File: src/rtl/b1_calc.sv
// Serial BIP-8 (B1) calculator for the STM-1 transmit path.
// Accumulates per-bit-position even parity over each scrambled frame and checks frame length.
module b1_calc #(
    parameter int FRAME_BITS = 19440,
    parameter int CNT_W      = 15
) (
    input  logic       clk155,
    input  logic       rst,
    input  logic       sdi,
    input  logic       sof,
    output logic [7:0] b1,
    output logic       b1_vld,
    output logic       b1_rdy,
    output logic       len_err,
    output logic [2:0] bitpos
);

    localparam logic [CNT_W-1:0] FC_MAX    = '1;
    localparam logic [CNT_W-1:0] FRAME_LEN = CNT_W'(FRAME_BITS);
    localparam logic [CNT_W-1:0] FC_ONE    = CNT_W'(1);

    logic [2:0]       p_reg;
    logic [2:0]       acc_idx;
    logic [7:0]       acc;
    logic [7:0]       acc_nxt;
    logic [CNT_W-1:0] fc;
    logic [CNT_W-1:0] fc_nxt;
    logic             locked;

    assign bitpos  = p_reg;
    assign acc_idx = 3'd7 - p_reg;

    // The sof bit already belongs to the new frame, so it seeds bit 7 of the fresh accumulator.
    always_comb begin
        acc_nxt = acc;
        if (sof) begin
            acc_nxt = {sdi, 7'b0};
        end else begin
            acc_nxt[acc_idx] = acc[acc_idx] ^ sdi;
        end
    end

    always_comb begin
        fc_nxt = fc;
        if (sof) begin
            fc_nxt = FC_ONE;
        end else if (fc != FC_MAX) begin
            fc_nxt = fc + FC_ONE;
        end
    end

    always_ff @(posedge clk155 or negedge rst) begin
        if (!rst) begin
            p_reg   <= 3'd0;
            acc     <= 8'h00;
            fc      <= '0;
            locked  <= 1'b0;
            b1      <= 8'h00;
            b1_vld  <= 1'b0;
            b1_rdy  <= 1'b0;
            len_err <= 1'b0;
        end else begin
            p_reg   <= sof ? 3'd1 : p_reg + 3'd1;
            acc     <= acc_nxt;
            fc      <= fc_nxt;
            b1_vld  <= 1'b0;
            len_err <= 1'b0;
            if (sof) begin
                locked <= 1'b1;
                // The first boundary after reset only locks; the partial frame before it is discarded.
                if (locked) begin
                    b1      <= acc;
                    b1_vld  <= 1'b1;
                    b1_rdy  <= 1'b1;
                    len_err <= (fc != FRAME_LEN);
                end
            end
        end
    end

endmodule

File: config.mk
export PLATFORM = sky130hd
export DESIGN_NAME = b1_calc
export DESIGN_NICKNAME = d
export VERILOG_FILES = /design/src/rtl/b1_calc.sv
export SDC_FILE = /design/constraint.sdc
export NUM_CORES = 1
export LEC_CHECK = 0
export BUFFER_PORTS_ARGS = -buffer_cell sky130_fd_sc_hd__buf_2
export CORE_MARGIN = 5
export CORE_UTILIZATION = 50
export CTS_CLUSTER_DIAMETER = 60
export DETAILED_ROUTE_END_ITERATION = 8
export PLACE_DENSITY = 0.75
export SLEW_MARGIN = 20
export SYNTH_ARGS = -nofsm -noshare
export SYNTH_HDL_FRONTEND = slang
export SYNTH_SLANG_ARGS = --single-unit
File: constraint.sdc
create_clock -name clk155 -period 2.1 [get_ports clk155]
set_clock_uncertainty 0.1 [all_clocks]
set_input_delay 0.21 -clock clk155 [delete_from_list [all_inputs] [get_ports clk155]]
set_output_delay 0.21 -clock clk155 [all_outputs]
set_load 0.01 [all_outputs]
==> impl_metrics.tcl <==
set metrics [dict create \
    viasPerCell 5.82 \
    cap_violations 0 \
    place_congestion 0.901 \
    rr_endpoint "acc[0]" \
    initial_core_util_pct 52.2 \
    crit_fanout 10 \
    instances_no_fill 262 \
    synth_edf_count 0 \
    grt_pass1_vias 1470 \
    die_h_um 72.3 \
    cts.clk_slew.worst_paths_ns 0.07 \
    cts_buffers 5 \
    period_needed_ns 1.94 \
    grt_max_degree 39 \
    clkSinkCount 38 \
    power.share.switching_pct 24.3 \
    yosysSeqAreaShare_pct 49.0 \
    dieArea_um2 5220 \
    first_pass_iters 4 \
    ff2ff_setup_slack_ns 0.16 \
    fin_nets 220 \
    p_leak_nw 0.943 \
    p_sw_mw 0.386 \
    fin_setup_tns_ns 0 \
    yosysMostFrequentCell "dfrtp_1" \
    drv_slew 0 \
    layout-drive-gt1-share_pct 24.3 \
    startpoint "bitpos[1]" \
    status "finished clean" \
    ctsLongestPathBuffers 2 \
    total_power_mw 1.59 \
    tritoncts "done" \
    hold_depth 3 \
    cts-root-buf "clkbuf_8" \
    ir_worst_vdd_mv 0.353 \
    cp_data_required_time_ns 2.17 \
    synth.ff_latch_count 38 \
    max_slew.worst_pin.slew_ns 0.829 \
    grt-ovfl-total 0 \
    hold_path_end "acc[7]" \
    clock.fmax_mhz 515 \
    antennaDiodeCount 0 \
    portBuffers 17 \
    routed_wl_mm 3.92 \
    htreeDepth 2 \
    ant_nets 0 \
    area_delta_synth_final_pct 13.7 \
    track_usage_pct 16.8 \
    setup_viol_count_final 0 \
    avgSynthCellArea_um2 10.2 \
    utilization_pct 59.3 \
    dp.cells 253 \
    yosys_warnings 0 \
    dp_worst_setup_slack_ns 0.192 \
    die-width_um 72.3 \
    synth_top_area_share_pct 49.0 \
    pwr-share-comb_pct 11.7 \
    hold_violations 0 \
    hold_class "in -> reg" \
    synth_area_um2 1940 \
    dominantRegCellSynth "dfrtp_1" \
    cts_setup_buffers 0 \
    max_slew_margin_pct 44.7 \
    routedWlPerCell_um 15.0 \
    n_fill_cell 312 \
    critical_path_class "reg -> reg" \
    synthCells 190 \
    vias 1526 \
    reg2regPathDepth 5 \
    rsz0062_at_grt "no" \
    grt_antenna_before_repair 0 \
    arrival_ns 2.01 \
    worst_slack_ns 0.159 \
    synth_area_leaders "dfrtp_1, mux2_2, nand3_1" \
    pwr_density_cell_nw_per_um2 722 \
    p_int_mw 1.20 \
    rr_startpoint "bitpos[1]" \
    drc_errors 0 \
    syn-num-nets 197 \
    min_period_over_period_pct 92.4 \
    core_um2 3720 \
    async_reset_ff_share_pct 100 \
    p_seq_share_pct 50.7 \
    detail_route.iter0.violations 141 \
    rows 22 \
    cp-start-kind "register" \
    grt_pass1_wl_mm 6.86 \
    synth_cell_types 42 \
    netlist_top_cells_count "dfrtp_1, nand2_1, nor2_1" \
    dp_hpwl_mm 2.60 \
    clkPwrFrac_pct 37.7 \
    end_kind "register" \
    yosys.area.top_type "dfrtp_1" \
    hp-start "sdi" \
    clock_latency_ns 0.29 \
    io_pins 18 \
]
power by group through the flow:
stage                     Combinational (mW)  Sequential, mW  Clock, mW
after global routing                   0.210           0.813      0.646
final                                  0.186           0.806      0.599
after floorplan                        0.122           0.818          0
after global placement                 0.183           0.819          0
after detailed placement               0.186           0.820          0
after CTS                              0.188           0.806      0.613
worst max-delay path by stage:
stage | endpoint | slack [ns] | depth (start not counted)
finish | acc[0] | 0.16 | 5
global placement | acc[1] | 0.23 | 3
global route | acc[0] | 0.01 | 5
detailed placement | acc[0] | 0.19 | 5
CTS | acc[1] | 0.17 | 3
floorplan | acc[4] | 0.32 | 4
flip-flops by register name, summed over array words and instances (netlist names):
name,flops
b1_rdy,1
b1,8
fc,15
locked,1
acc,8
len_err,1
bitpos,3
b1_vld,1
kinds of logic after synthesis:
logic type                 Yosys count  share of synthesized area, %
and+or+nand+nor                     83                          22.8
DFF                                 38                          49.0
AOI/OAI and AO/OA                   37                          13.7
buffers and inverters               14                          3.48
muxes                               14                          8.58
adders and majority gates            3                          1.94
xor gates and xnor gates             1                         0.452
routing by layer:
metal	global-route usage, %	up-vias	wire, um
met3	4.85	4	211
met5	0	-	0
met1	21.3	739	1810
met4	7.31	0	40
met2	26.7	36	1860
li1	-	747	-
layout make-up:
class	instances	area, um2	share of cell area (%)
Sequential cell	38	951	43.1
Inverter	5	18.8	0.851
Multi-Input combinational cell	138	921	41.8
Clock buffer	7	76.3	3.46
Timing Repair Buffer	25	148	6.70
Tap cell	48	60.1	2.72
Clock inverter	1	30.0	1.36
critical path: stages, from the launching register on:
cell and delay [ns]:
dfrtp_1 0.46, buf_4 0.20, nor3_1 0.38, a22o_1 0.28, nor3_1 0.07, a311o_1 0.32
cell usage in the layout, fill, tap and decap left out, types with 2 or more instances in the layout:
cell      instances
nand4_1           3
or3b_2            3
nand3_1          14
ha_1              3
mux2_2           11
nand2b_1          2
o21ai_0           7
clkbuf_1          2
o311ai_0          4
a21oi_1           9
dfrtp_1          38
inv_1             5
nand2_1          18
nor2_1           15
or4_1             2
o311ai_2          2
or3_1             3
buf_2            17
a211oi_1          2
nor2b_1           4
clkbuf_8          5
and3_1            2
or2_2             3
and4_1            2
nor4_1            2
buf_4             7
mux2i_1           2
a31oi_1           4
nor3_1            3
o41ai_1           2
nand3b_1          3
o311ai_1          2
through the flow:
| step | hold WS (ns) | area, um2 |
|---|---|---|
| 2_1_floorplan | -0.186 | 1940 |
| 3_3_place_gp | 0.261 | 2090 |
| 3_5_place_dp | 0.259 | 2090 |
| 4_1_cts | 0.119 | 2200 |
| 5_1_grt | 0.141 | 2200 |
| 6_report | 0.122 | 2200 |
repair_timing:
item	in CTS	in global routing
endpoints found under the hold margin	38	0
hold buffers	1	0
setup endpoints to repair	0	0
resized for setup	0	0
Power figures use the tool's default switching activity.
